$ cat config.mk
export PLATFORM = sky130hd
export DESIGN_NAME = tpu_result_drain
export DESIGN_NICKNAME = d
export VERILOG_FILES = /design/src/rtl/tpu_drain_pkg.sv /design/src/rtl/tpu_frame_serializer.sv /design/src/rtl/tpu_result_drain.sv
export SDC_FILE = /design/constraint.sdc
export NUM_CORES = 1
export LEC_CHECK = 0
export ABC_CLOCK_PERIOD_IN_PS = 3400
export BUFFER_PORTS_ARGS = -buffer_cell sky130_fd_sc_hd__buf_2
export CAP_MARGIN = 20
export CELL_PAD_IN_SITES_DETAIL_PLACEMENT = 0
export CELL_PAD_IN_SITES_GLOBAL_PLACEMENT = 1
export CORE_ASPECT_RATIO = 0.75
export CORE_MARGIN = 4
export CORE_UTILIZATION = 44
export DETAILED_ROUTE_END_ITERATION = 12
export HOLD_SLACK_MARGIN = 0.12
export PLACE_DENSITY_LB_ADDON = 0.25
export SLEW_MARGIN = 5
export SYNTH_ARGS = -nofsm -noshare
export SYNTH_HDL_FRONTEND = slang
export SYNTH_SLANG_ARGS = --single-unit
$ cat constraint.sdc
create_clock -name clk -period 3.4 [get_ports clk]
set_input_delay 0.51 -clock clk [delete_from_list [all_inputs] [get_ports clk]]
set_output_delay 0.51 -clock clk [all_outputs]
set_load 0.005 [all_outputs]
$ cat src/rtl/tpu_drain_pkg.sv
// Shared types and constants for the TPU result drain: FSM states,
// frame geometry and the byte-index type used by the serializer.
package tpu_drain_pkg;

  typedef enum logic [1:0] {
    ST_IDLE,
    ST_START,
    ST_WAIT_DONE,
    ST_SEND
  } state_t;

  // Header + 8 result bytes + checksum
  localparam int FRAME_LEN = 10;

  localparam logic [7:0] HEADER_BYTE_DEFAULT = 8'hA5;

  typedef logic [3:0] byte_idx_t;

endpackage

$ cat src/rtl/tpu_frame_serializer.sv
// Holds the captured PE words and streams them out as a 10-byte frame
// (header, big-endian words PE30..PE33, XOR checksum) over valid/ready.
module tpu_frame_serializer
  import tpu_drain_pkg::*;
#(
  parameter int         NUM_PE      = 4,
  parameter int         NORM_W      = 16,
  parameter logic [7:0] HEADER_BYTE = HEADER_BYTE_DEFAULT
) (
  input  logic                     clk,
  input  logic                     reset,
  input  logic                     load,
  input  logic [NUM_PE*NORM_W-1:0] pe_words,
  input  logic                     out_ready,
  output logic [7:0]               out_data,
  output logic                     out_valid,
  output logic                     frame_last_accepted
);

  logic [NORM_W-1:0] words_q [NUM_PE];
  logic [7:0]        csum_q;
  logic [7:0]        csum_next;
  byte_idx_t         idx_q;
  logic              valid_q;
  logic [2:0]        rel;
  logic [NORM_W-1:0] sel_word;
  logic [7:0]        byte_mux;

  // Checksum of the incoming words, so it is fixed at capture time
  always_comb begin
    // NOTE: every variable written here gets a value before any branch or loop, so no latch can be inferred.
    csum_next = '0;
    for (int i = 0; i < NUM_PE; i++) begin
      csum_next ^= pe_words[i*NORM_W +: 8] ^ pe_words[i*NORM_W+8 +: 8];
    end
  end

  // Select the byte for the current index: header, word hi/lo, checksum
  always_comb begin
    rel      = 3'(idx_q - byte_idx_t'(1));
    sel_word = words_q[rel[2:1]];
    byte_mux = '0;
    if (idx_q == byte_idx_t'(0)) begin
      byte_mux = HEADER_BYTE;
    end else if (idx_q == byte_idx_t'(FRAME_LEN - 1)) begin
      byte_mux = csum_q;
    end else begin
      byte_mux = rel[0] ? sel_word[7:0] : sel_word[15:8];
    end
  end

  assign out_data            = valid_q ? byte_mux : 8'h00;
  assign out_valid           = valid_q;
  assign frame_last_accepted = valid_q & out_ready & (idx_q == byte_idx_t'(FRAME_LEN - 1));

  // Capture on load, then advance one byte per accepted transfer
  always_ff @(posedge clk) begin
    // NOTE: non-blocking assignments so every register here samples the pre-edge values of the others.
    if (reset) begin
      valid_q <= 1'b0;
      idx_q   <= '0;
      csum_q  <= '0;
      // NOTE: the word storage is cleared on reset too, so nothing captured before a reset can reappear afterwards.
      for (int i = 0; i < NUM_PE; i++) begin
        words_q[i] <= '0;
      end
    end else if (load) begin
      for (int i = 0; i < NUM_PE; i++) begin
        words_q[i] <= pe_words[i*NORM_W +: NORM_W];
      end
      csum_q  <= csum_next;
      idx_q   <= '0;
      valid_q <= 1'b1;
    end else if (valid_q && out_ready) begin
      if (idx_q == byte_idx_t'(FRAME_LEN - 1)) begin
        valid_q <= 1'b0;
        idx_q   <= '0;
      end else begin
        idx_q <= idx_q + byte_idx_t'(1);
      end
    end
  end

endmodule

$ cat src/rtl/tpu_result_drain.sv
// Host-side job controller: pulses tpu_start, waits for a rising tpu_done
// (with timeout), captures the bottom-row PE results and hands them to the
// frame serializer. Counts completed frames.
module tpu_result_drain
  import tpu_drain_pkg::*;
#(
  parameter int         NUM_PE         = 4,
  parameter int         NORM_W         = 16,
  parameter int         TIMEOUT_CYCLES = 4096,
  parameter logic [7:0] HEADER_BYTE    = HEADER_BYTE_DEFAULT
) (
  input  logic                     clk,
  input  logic                     reset,
  input  logic                     go,
  output logic                     tpu_start,
  input  logic                     tpu_done,
  input  logic [NUM_PE*NORM_W-1:0] pe_norm_in,
  output logic [7:0]               out_data,
  output logic                     out_valid,
  input  logic                     out_ready,
  output logic                     busy,
  output logic                     timeout_err,
  output logic [15:0]              frames_sent
);

  localparam int CNT_W = $clog2(TIMEOUT_CYCLES);

  state_t           state_q;
  state_t           state_d;
  logic             done_q;
  logic [CNT_W-1:0] tmo_cnt_q;
  logic [15:0]      frames_q;
  logic             capture;
  logic             tmo_hit;
  logic             load;
  logic             last_acc;

  // Only a fresh rising edge of done counts; a level left high is ignored
  assign capture = tpu_done & ~done_q;
  assign tmo_hit = (tmo_cnt_q == CNT_W'(TIMEOUT_CYCLES - 1));

  // Next-state and control outputs
  always_comb begin
    state_d     = state_q;
    tpu_start   = 1'b0;
    timeout_err = 1'b0;
    load        = 1'b0;
    busy        = (state_q != ST_IDLE);
    case (state_q)
      ST_IDLE: begin
        if (go) state_d = ST_START;
      end
      ST_START: begin
        tpu_start = 1'b1;
        state_d   = ST_WAIT_DONE;
      end
      ST_WAIT_DONE: begin
        if (capture) begin
          load    = 1'b1;
          state_d = ST_SEND;
        end else if (tmo_hit) begin
          timeout_err = 1'b1;
          state_d     = ST_IDLE;
        end
      end
      ST_SEND: begin
        if (last_acc) state_d = ST_IDLE;
      end
      default: state_d = ST_IDLE;
    endcase
  end

  // State register, done history, timeout counter and frame counter
  always_ff @(posedge clk) begin
    if (reset) begin
      state_q   <= ST_IDLE;
      done_q    <= 1'b0;
      tmo_cnt_q <= '0;
      frames_q  <= '0;
    end else begin
      state_q <= state_d;
      done_q  <= tpu_done;
      if (state_q == ST_START) begin
        tmo_cnt_q <= '0;
      end else if (state_q == ST_WAIT_DONE && !capture && !tmo_hit) begin
        tmo_cnt_q <= tmo_cnt_q + CNT_W'(1);
      end
      if (last_acc) begin
        frames_q <= frames_q + 16'd1;
      end
    end
  end

  assign frames_sent = frames_q;

  tpu_frame_serializer #(
    .NUM_PE      (NUM_PE),
    .NORM_W      (NORM_W),
    .HEADER_BYTE (HEADER_BYTE)
  ) u_serializer (
    .clk                 (clk),
    .reset               (reset),
    .load                (load),
    .pe_words            (pe_norm_in),
    .out_ready           (out_ready),
    .out_data            (out_data),
    .out_valid           (out_valid),
    .frame_last_accepted (last_acc)
  );

endmodule

==> impl_metrics.csv, run 1 <==
group,metric,value,unit
placement,port-buffer-count,96,
power,pwr-share-seq,51.1,%
power,switching_share,23.5,%
detailed_routing,wirelength,11.6,mm
clocking,cts_buffers,9,
critical_path,crit_required,2.89,ns
detailed_routing,first_pass_iters,7,
floorplan,die_w,137,µm
floorplan,die_area,0.0144,mm²
synthesis,synth_compound_area_share,8.30,%
clocking,clockBufferDepth,2,
sta,hold_viol_final,0,
finish,fin_cells,758,
synthesis,ys.warnings.count,0,
critical_path,startpoint_type,"flop",
critical_path,crit_buf_inv,3,
finish,post-route-util,52.9,%
synthesis,muxShareOfSynthArea,6.89,%
global_routing,grt_usage,16.3,%
placement,numPlacedInstances,742,
sta,relSlewSlack,40.2,%
critical_path,cp-startpoint,"u_serializer.idx_q[1]$_SDFFE_PP0P_",
critical_path,worst-r2r-cell-count,6,
min_path,hold_start,"tpu_done",
global_routing,grt_pass1_wl,18.7,mm
placement,gp_congestion,0.774,
sta,final.min_clock_period,2.89,ns
detailed_routing,avgViaCountPerCell,5.15,
detailed_routing,ant_nets,0,
outcome,outcome,"complete, no violations",
placement,hpwl,8.59,mm
synthesis,ys_seq_area_share,50.8,%
sta,tightest_slew,0.889,ns
synthesis,synth_edf_count,64,
sta,period_share,85.0,%
floorplan,initial_utilization,45.0,%
global_routing,grt_start_max_net_pins,65,
floorplan,num_io_pins,97,
finish,syn_to_final_growth,17.6,%
synthesis,synth_common_cells,"and2_1, edfxtp_1, xnor2_1, dfxtp_1, nor2_1",
synthesis,syn_inst,495,
global_routing,grt_overflow,0,
synthesis,ys.flop_type,"edfxtp_1",
synthesis,synth.most_common_cell,"and2_1",
clocking,tritoncts,"done",
floorplan,core_area,0.0123,mm²
min_path,whs_path_depth,2,
synthesis,synth-seq-cells,108,
synthesis,ys_top_cells_by_area,"edfxtp_1, dfxtp_1, xnor2_1, and2_1, mux4_2",
synthesis,postSynth.asyncResetShare,0,%
global_routing,antenna_found_initial,1,
detailed_routing,drt-initial-drc-count,206,
critical_path,critPathMaxStageDelay,0.52,ns
finish,num_antenna_cells,0,
min_path,worstHoldPathType,"input pin to flop",
power,switchingPower,662,µW
synthesis,synth_top_family_by_area,"simple AND/OR/NAND/NOR gates",
power,internal_power,2.16,mW
power,ir_worst_vdd,0.000309,V
finish,drive_above_1_share,24.8,%
critical_path,crit_cells,8,
sta,fin_tns_setup,0,ns
critical_path,crit_fanout,11,
sta,timing.final.ws_setup,0.510,ns
floorplan,die_y,105,µm
clocking,cts_root_buf,"clkbuf_16",
critical_path,worstPathArrival,2.38,ns
detailed_routing,vias,3901,
detailed_routing,routedWlPerCell,15.3,µm
sta,rsz0062_at_grt,"no",
flow_run,maxCapViolCount,0,
placement,dp_slack,0.852,ns
synthesis,synth.avg_cell_area,11.1,µm²
synthesis,synth_nets,571,
floorplan,rows,35,
power,p_leak,2.44,nW
critical_path,critical_path_class,"flop to primary output",
detailed_routing,drc_errors,0,
synthesis,synth.top_cell.area_share,34.8,%
clocking,cts.sinks,108,
synthesis,synth_largest_area_cell,"edfxtp_1",
finish,nets,663,
critical_path,cp_cell_sequence,"inv_1 > ha_1 > xor2_2 > buf_4 > mux4_2 > o221ai_1 > nor2_1 > buf_2",
sta,fmax,346,MHz
critical_path,reg2reg_from,"u_serializer.idx_q[0]$_SDFFE_PP0P_",
critical_path,cpMaxStageDelayCell,"mux4_2",
clocking,clk_latency,0.35,ns
clocking,htreeDepth,3,
synthesis,synth_xor_area_share,10.6,%
power,p_per_area,435,mW/mm²
clocking,cts-hold-fix-buffers,0,
power,power.share.clock,38.6,%
critical_path,crit_path_end_kind,"primary output",
synthesis,yosys.area_share.adder,1.59,%
critical_path,critPathTopFamily,"multiplexers",
synthesis,synth-simple-area-share,19.7,%
clocking,cts_setup_buffers,0,
sta,setup_viol,0,
clocking,post_cts_resize_count,0,
power,p_comb_share,10.4,%
sta,slew_violations,0,
clocking,clkTransAtPathRegs,0.08,ns
synthesis,synthDistinctLibCells,48,
global_routing,grt_pass1_vias,3851,
synthesis,syn_area,0.00552,mm²
sta,fin_hold_ws,0.420,ns
sta,worst_clock_skew,0.00902,ns
registers in the layout (all words and copies together), names as in the netlist:
name / count
done_q: 1
frames_sent: 16
state_q: 2
tmo_cnt_q: 12
u_serializer.csum_q: 8
u_serializer.idx_q: 4
u_serializer.out_valid: 1
u_serializer.words_q: 64
cells by family (layout without fill, tap and decap cells):
group           count (synthesis)  count (layout)
fa+ha+maj                       7               7
xor+xnor                       67              67
buf+inv                        28             125
mux                            22              22
simple gates                  193             193
compound gates                 70              70
flops                         108             108
stage by stage:
stage	power (mW)	instance area (µm²)
global placement	1.76	6180
global route	2.92	6490
finish	2.82	6490
CTS	2.85	6490
floorplan	1.66	5520
detailed placement	1.77	6180
final timing paths:
| check | end | slack, ns |
|---|---|---|
| worst max-delay path | out_data[1] | 0.51 |
| worst min-delay path | done_q$_SDFF_PP0_ | 0.42 |
| worst max register to register | frames_sent[15]$_SDFFE_PP0P_ | 0.94 |
| worst min register to register | frames_sent[15]$_SDFFE_PP0P_ | 0.48 |
layout make-up:
| type | count | area [µm²] |
|---|---|---|
| Clock buffer | 9 | 225 |
| Clock inverter | 7 | 85.1 |
| Fill cell | 1104 | 5770 |
| Inverter | 6 | 22.5 |
| Multi-Input combinational cell | 359 | 2610 |
| Sequential cell | 108 | 2800 |
| Tap cell | 166 | 208 |
| Timing Repair Buffer | 103 | 533 |
layer usage:
| metal | share of wire (%) | GRT usage (%) |
|---|---|---|
| met5 | 0.11 | 0 |
| met4 | 0.51 | 4.42 |
| met3 | 5.6 | 3.90 |
| met2 | 46 | 24.9 |
| met1 | 48 | 23.3 |
placed cells by master (no fill, tap or decap), types with 15 or more instances in the layout:
master / instances
buf_2: 96
and2_1: 66
edfxtp_1: 64
xnor2_1: 63
dfxtp_1: 44
nor2_1: 42
a21oi_1: 20
nand2_1: 15
power by group through the flow:
stage / registers (mW) / clock network (mW) / logic [mW]
final: 1.44 / 1.09 / 0.293
after global routing: 1.44 / 1.16 / 0.323
after CTS: 1.44 / 1.11 / 0.297
after detailed placement: 1.47 / 0 / 0.296
after global placement: 1.47 / 0 / 0.291
after floorplan: 1.46 / 0 / 0.194
(Power assumes the default switching activity.)
==> run 2, diff against run 1 <==
--- a/config.mk
+++ b/config.mk
@@ -5,6 +5,7 @@
 export SDC_FILE = /design/constraint.sdc
 export NUM_CORES = 1
 export LEC_CHECK = 0
+export ABC_AREA = 1
 export ABC_CLOCK_PERIOD_IN_PS = 3400
 export BUFFER_PORTS_ARGS = -buffer_cell sky130_fd_sc_hd__buf_2
 export CAP_MARGIN = 20
@@ -12,7 +13,7 @@
 export CELL_PAD_IN_SITES_GLOBAL_PLACEMENT = 1
 export CORE_ASPECT_RATIO = 0.75
 export CORE_MARGIN = 4
-export CORE_UTILIZATION = 44
+export CORE_UTILIZATION = 43
 export DETAILED_ROUTE_END_ITERATION = 12
 export HOLD_SLACK_MARGIN = 0.12
 export PLACE_DENSITY_LB_ADDON = 0.25
==> run 2 against run 1 <==
  * Sequential power rose by 9%
  * Global-route usage rose by 0.097 points
  * Power rose by 22%
  * Synthesized cell count rose by 73%
  * Critical path depth rose by 4
  * Wire length rose by 22%
  * Non-clock buffer count rose by 2
  * Via count rose by 33%
  * Core utilization fell by 3.1 points
  * Design area rose by 17%
  * First-iteration DRC count rose by 39%
  * Cell count rose by 53%
  * Critical endpoint is now out_data[0]
  * Largest cell class is now multi-input gates
  * Largest power group unchanged
==> impl_metrics.csv, run 2 <==
group,metric,value,unit
outcome,outcome,"complete, no violations",
placement,gp_congestion,0.794,
detailed_routing,first_pass_iters,4,
synthesis,synth_common_cells,"nand2_1, inv_1, nor2_1, edfxtp_1, nor2_4",
finish,nets,1023,
clocking,clk_latency,0.35,ns
synthesis,synth_largest_area_cell,"edfxtp_1",
floorplan,die_area,0.0177,mm²
sta,period_share,84.7,%
sta,relSlewSlack,54.6,%
global_routing,antenna_found_initial,0,
global_routing,grt_overflow,0,
power,internal_power,2.36,mW
sta,slew_violations,0,
power,switchingPower,1.07,mW
power,ir_worst_vdd,0.000205,V
critical_path,crit_path_end_kind,"primary output",
synthesis,postSynth.asyncResetShare,0,%
finish,syn_to_final_growth,13.2,%
detailed_routing,drc_errors,0,
global_routing,grt_start_max_net_pins,34,
critical_path,startpoint_type,"flop",
finish,mostFrequentLayoutCell,"nand2_1",
floorplan,core_area,0.0153,mm²
finish,largest_reg_flops,64,
min_path,hold_start,"tpu_done",
floorplan,die_w,152,µm
synthesis,ys_seq_area_share,41.7,%
critical_path,r2r_setup_slack,1.21,ns
sta,setup_viol,0,
sta,final.min_clock_period,2.88,ns
synthesis,synth.top_cell.area_share,28.6,%
sta,hold_viol_final,0,
global_routing,grt_usage,16.4,%
clocking,clockBufferDepth,2,
critical_path,cp-startpoint,"u_serializer.idx_q[1]$_SDFFE_PP0P_",
global_routing,grt_pass1_vias,4772,
critical_path,crit_fanout,32,
detailed_routing,wirelength,14.2,mm
critical_path,reg2reg_to,"frames_sent[11]$_SDFFE_PP0P_",
critical_path,worst-r2r-cell-count,8,
detailed_routing,avgViaCountPerCell,4.48,
power,p_leak,3.51,nW
clocking,post_cts_resize_count,0,
synthesis,synthDistinctLibCells,37,
power,switching_share,31.2,%
flow_run,maxCapViolCount,0,
clocking,cts_root_buf,"clkbuf_16",
power,pwr-share-seq,45.8,%
finish,largest_register,"u_serializer.words_q",
floorplan,num_io_pins,97,
detailed_routing,ant_nets,0,
synthesis,synth.avg_cell_area,7.86,µm²
clocking,tritoncts,"done",
synthesis,synth_edf_count,64,
clocking,cts_buffers,9,
min_path,whs_path_depth,3,
floorplan,rows,39,
clocking,clkTransAtPathRegs,0.07,ns
floorplan,die_y,116,µm
sta,fin_hold_ws,0.423,ns
synthesis,synth.most_common_cell,"nand2_1",
finish,layout_common_cells,"nand2_1, inv_1, nor2_1",
sta,fin_tns_setup,0,ns
critical_path,reg2reg_from,"u_serializer.idx_q[0]$_SDFFE_PP0P_",
detailed_routing,routedWlPerCell,12.3,µm
clocking,cts.sinks,108,
finish,num_antenna_cells,0,
power,p_comb_share,23.3,%
clocking,cts-hold-fix-buffers,0,
power,p_total,3.43,mW
finish,drive_above_1_share,21.3,%
critical_path,worstPathArrival,2.37,ns
global_routing,grt_pass1_wl,23.9,mm
clocking,htreeDepth,3,
critical_path,critical_path_class,"flop to primary output",
sta,tightest_slew,0.681,ns
synthesis,syn_area,0.00672,mm²
finish,n_fill_cell,1516,
critical_path,crit_required,2.89,ns
sta,rsz0062_at_grt,"no",
synthesis,synth_nets,931,
synthesis,ys_top_cells_by_area,"edfxtp_1, nand2_1, dfxtp_1, nor2_4, inv_1",
detailed_routing,drt-initial-drc-count,287,
synthesis,ys.flop_type,"edfxtp_1",
synthesis,syn_inst,855,
clocking,cts_setup_buffers,0,
min_path,worstHoldEndpoint,"done_q$_SDFF_PP0_",
power,p_per_area,451,mW/mm²
sta,fmax,347,MHz
placement,port-buffer-count,96,
power,power.share.clock,30.9,%
detailed_routing,vias,5184,
sta,worst_clock_skew,0.00725,ns
synthesis,synth-seq-cells,108,
min_path,worstHoldPathType,"input pin to flop",
synthesis,ys.warnings.count,0,
placement,hpwl,10.3,mm
floorplan,initial_utilization,44.0,%
run 2: changes by cell type after synthesis, moves of 12 or more:
cell	change
nor2_4	+55
inv_1	+113
clkbuf_1	-15
o21ai_0	+19
and2_1	-66
mux4_2	-12
xnor2_1	-32
nor2_1	+55
nand2_1	+252
or3_1	-12
run 2: layout make-up:
cell class	instances	area (µm²)	share of cell area (%)
Clock buffer	9	225	2.96
Timing Repair Buffer	105	561	7.37
Sequential cell	108	2800	36.9
Multi-Input combinational cell	595	3200	42.0
Inverter	128	488	6.42
Tap cell	205	256	3.37
Clock inverter	7	75.1	0.987
run 2: per-layer routing:
metal  GRT usage, %  up-vias  wire, µm
met1           25.1     2261      7690
met5              0        -         0
met3           3.15       10       535
met4           3.35        0       117
met2           24.3       92      5840
li1               -     2821         -
run 2: through the flow:
step / cells / utilization [%] / setup slack (ns) / area (µm²)
finish: 1157 / 49.8 / 0.521 / 7600
global route: 1157 / 49.8 / 0.268 / 7600
CTS: 1157 / 49.8 / 0.469 / 7600
detailed placement: 1141 / 47.8 / 0.856 / 7300
global placement: 1141 / 47.8 / 0.881 / 7300
floorplan: 855 / - / 0.774 / 6720
run 2: critical path: stages (launching register included):
cell and delay [ns]:
dfxtp_1 0.40, inv_1 0.12, ha_1 0.31, inv_2 0.43
nand2_1 0.11, nand2_1 0.09, nand2_1 0.05, nand2_1 0.07
nand2_1 0.05, nand2_1 0.06, nand2_1 0.04, a21oi_1 0.16
buf_2 0.14
run 2: cell families after synthesis:
group	after synthesis	synth area share, %
and+or+nand+nor	476	35.3
buffers and inverters	152	10.7
DFF	108	41.7
AOI/OAI and AO/OA	69	5.36
xor gates and xnor gates	43	5.61
adders and majority gates	7	1.30
run 2: how the worst max path moves through the flow:
stage	to	slack [ns]
after global placement	out_data[0]	0.88
after global routing	out_data[2]	0.27
after CTS	out_data[0]	0.47
after floorplan	u_serializer.words_q[0][0]$_SDFFCE_PN0P_	0.77
after detailed placement	out_data[0]	0.86
final	out_data[0]	0.52
run 2: power by group through the flow:
| stage | sequential (mW) | combinational (mW) | clock [mW] |
|---|---|---|---|
| final | 1.57 | 0.798 | 1.06 |
| after global routing | 1.58 | 0.919 | 1.14 |
| after CTS | 1.57 | 0.811 | 1.09 |
| after detailed placement | 1.60 | 0.808 | 0 |
| after global placement | 1.60 | 0.808 | 0 |
| after floorplan | 1.59 | 0.618 | 0 |
==> run 3, diff against run 2 <==
--- a/config.mk
+++ b/config.mk
@@ -5,15 +5,15 @@
 export SDC_FILE = /design/constraint.sdc
 export NUM_CORES = 1
 export LEC_CHECK = 0
-export ABC_AREA = 1
-export ABC_CLOCK_PERIOD_IN_PS = 3400
+export ABC_AREA = 0
+export ABC_CLOCK_PERIOD_IN_PS = 2300
 export BUFFER_PORTS_ARGS = -buffer_cell sky130_fd_sc_hd__buf_2
 export CAP_MARGIN = 20
 export CELL_PAD_IN_SITES_DETAIL_PLACEMENT = 0
 export CELL_PAD_IN_SITES_GLOBAL_PLACEMENT = 1
 export CORE_ASPECT_RATIO = 0.75
 export CORE_MARGIN = 4
-export CORE_UTILIZATION = 43
+export CORE_UTILIZATION = 40
 export DETAILED_ROUTE_END_ITERATION = 12
 export HOLD_SLACK_MARGIN = 0.12
 export PLACE_DENSITY_LB_ADDON = 0.25
==> constraint.sdc (replaced) <==
create_clock -name clk -period 2.3 [get_ports clk]
set_input_delay 0.345 -clock clk [delete_from_list [all_inputs] [get_ports clk]]
set_output_delay 0.345 -clock clk [all_outputs]
set_load 0.005 [all_outputs]
==> run 3 against run 2 <==
  * The flow now finishes with violations (negative setup slack)
  * Via count decreased by 22%
  * First-iteration DRC count decreased by 44%
  * Design area decreased by 11%
  * Power increased by 22%
  * Non-clock buffer count increased by 21
  * Global-route usage decreased by 0.098 points
  * Register-to-register slack got worse by 1.0 ns
  * Wire length decreased by 14%
  * Critical endpoint is now out_data[4]
  * Largest cell class is now flip-flops and latches
  * Highest routed layer unchanged
==> impl_metrics.csv, run 3 (synthesis gave the netlist of run 1 again) <==
group,metric,value,unit
outcome,outcome,"finished, violations left",
outcome,violations,"negative setup slack",
placement,numPlacedInstances,762,
finish,layout_common_cells,"buf_2, and2_1, edfxtp_1",
clocking,cts.sinks,108,
detailed_routing,drc_errors,0,
finish,post-route-util,51.3,%
floorplan,core_area,0.0132,mm²
critical_path,critPathTopFamily,"multiplexers",
finish,num_antenna_cells,0,
clocking,cts_root_buf,"clkbuf_16",
critical_path,critPathMaxStageDelay,0.49,ns
finish,syn_to_final_growth,23.1,%
finish,nets,686,
placement,port-buffer-count,96,
floorplan,rows,36,
placement,dpl-instance-area,0.00634,mm²
critical_path,worst-r2r-cell-count,6,
critical_path,crit_path_end_kind,"primary output",
finish,fin_cells,786,
clocking,clkTransAtPathRegs,0.08,ns
power,p_total,4.19,mW
floorplan,die_area,0.0158,mm²
critical_path,critical_path_class,"flop to primary output",
finish,mostFrequentLayoutCell,"buf_2",
finish,largest_register,"u_serializer.words_q",
sta,slew_violations,0,
global_routing,met2_usage,26.6,%
power,p_comb_share,11.1,%
power,switchingPower,987,µW
floorplan,initial_utilization,41.7,%
sta,tightest_slew,0.552,ns
sta,period_share,109,%
global_routing,grt_overflow,0,
critical_path,crit_required,1.96,ns
detailed_routing,routedWlPerCell,15.6,µm
critical_path,crit_buf_inv,3,
detailed_routing,vias,4037,
sta,worst_clock_skew,0.0117,ns
critical_path,crit_fanout,5,
clocking,htreeDepth,3,
critical_path,cpMaxStageDelayCell,"mux4_2",
sta,rsz0062_at_grt,"yes",
detailed_routing,wirelength,12.3,mm
power,p_per_area,616,mW/mm²
global_routing,grt_start_max_net_pins,65,
global_routing,grt_pass1_wl,20.1,mm
critical_path,startpoint_type,"flop",
global_routing,grt_pass1_vias,3984,
clocking,clockBufferDepth,2,
min_path,worstHoldPathType,"input pin to flop",
critical_path,worstPathArrival,2.16,ns
global_routing,antenna_found_initial,0,
detailed_routing,avgViaCountPerCell,5.14,
sta,timing.final.ws_setup,-0.202,ns
detailed_routing,drt-initial-drc-count,162,
flow_run,maxCapViolCount,0,
clocking,cts_buffers,9,
placement,hpwl,8.79,mm
critical_path,crit_cells,8,
detailed_routing,ant_nets,0,
finish,drive_above_1_share,30.7,%
power,p_leak,2.58,nW
detailed_routing,first_pass_iters,4,
critical_path,cp_cell_sequence,"inv_2 > ha_4 > xor2_4 > buf_6 > mux4_2 > o221ai_1 > nor2_1 > buf_2",
sta,hold_viol_final,0,
clocking,clk_latency,0.35,ns
floorplan,die_w,144,µm
power,pwr-share-seq,50.7,%
sta,relSlewSlack,62.8,%
finish,stdcell_area,0.00679,mm²
placement,gp_congestion,0.804,
finish,n_fill_cell,1209,
finish,largest_reg_flops,64,
min_path,whs_path_depth,2,
global_routing,busiest_layer,"met2",
sta,final.min_clock_period,2.50,ns
floorplan,die_y,110,µm
power,switching_share,23.6,%
sta,fmax,400,MHz
sta,setup_viol,8,
global_routing,grt_usage,16.3,%
global_routing,gr-usage-met3,3.96,%
global_routing,grt_use_met1,22.0,%
floorplan,num_io_pins,97,
power,ir_worst_vdd,0.000429,V
sta,fin_hold_ws,0.259,ns
power,power.share.clock,38.2,%
clocking,tritoncts,"done",
power,internal_power,3.20,mW
## run 3: power groups by stage
stage | combinational [mW] | sequential [mW] | clock, mW
floorplan | 0.288 | 2.16 | 0
global placement | 0.446 | 2.17 | 0
detailed placement | 0.453 | 2.17 | 0
CTS | 0.476 | 2.12 | 1.63
global route | 0.507 | 2.13 | 1.72
finish | 0.464 | 2.12 | 1.60
## run 3: stage by stage
step                      setup WS (ns)  setup TNS (ns)
after floorplan                  0.0362               0
after global placement           0.0738               0
after detailed placement         0.0220               0
after CTS                        -0.247           -1.88
after global routing             -0.312           -2.17
final                            -0.202           -1.47
## run 3: worst paths after layout
| kind | from | end | slack (ns) |
|---|---|---|---|
| worst max register to register | u_serializer.idx_q[0]$_SDFFE_PP0P_ | frames_sent[15]$_SDFFE_PP0P_ | 0.21 |
| worst min-delay path | tpu_done | done_q$_SDFF_PP0_ | 0.26 |
| worst min register to register | frames_sent[15]$_SDFFE_PP0P_ | frames_sent[15]$_SDFFE_PP0P_ | 0.49 |
| worst max-delay path | u_serializer.idx_q[0]$_SDFFE_PP0P_ | out_data[4] | -0.20 |
## run 3: timing repair
| item | 4_1_cts | 5_1_grt |
|---|---|---|
| resized for setup | 16 | 10 |
| hold buffers | 0 | 0 |
| setup endpoints to repair | 8 | 10 |
| gates cloned | 1 | 0 |
| buffers inserted | 9 | 1 |
| pin swaps | 4 | 5 |
## run 3: area by class of cell
| class | count | area, µm² | area share [%] |
|---|---|---|---|
| Clock inverter | 7 | 80.1 | 1.18 |
| Timing Repair Buffer | 126 | 746 | 11.0 |
| Clock buffer | 9 | 225 | 3.32 |
| Inverter | 6 | 22.5 | 0.332 |
| Tap cell | 171 | 214 | 3.15 |
| Sequential cell | 108 | 2810 | 41.3 |
| Multi-Input combinational cell | 359 | 2700 | 39.7 |
## run 3: per-layer routing
layer / part of all wire, % / wire length, µm / vias to the layer above
met5: 0 / 0 / -
met4: 0.96 / 118 / 0
met3: 6.4 / 785 / 9
met2: 46 / 5660 / 83
met1: 46 / 5690 / 1923
li1: - / - / 2022
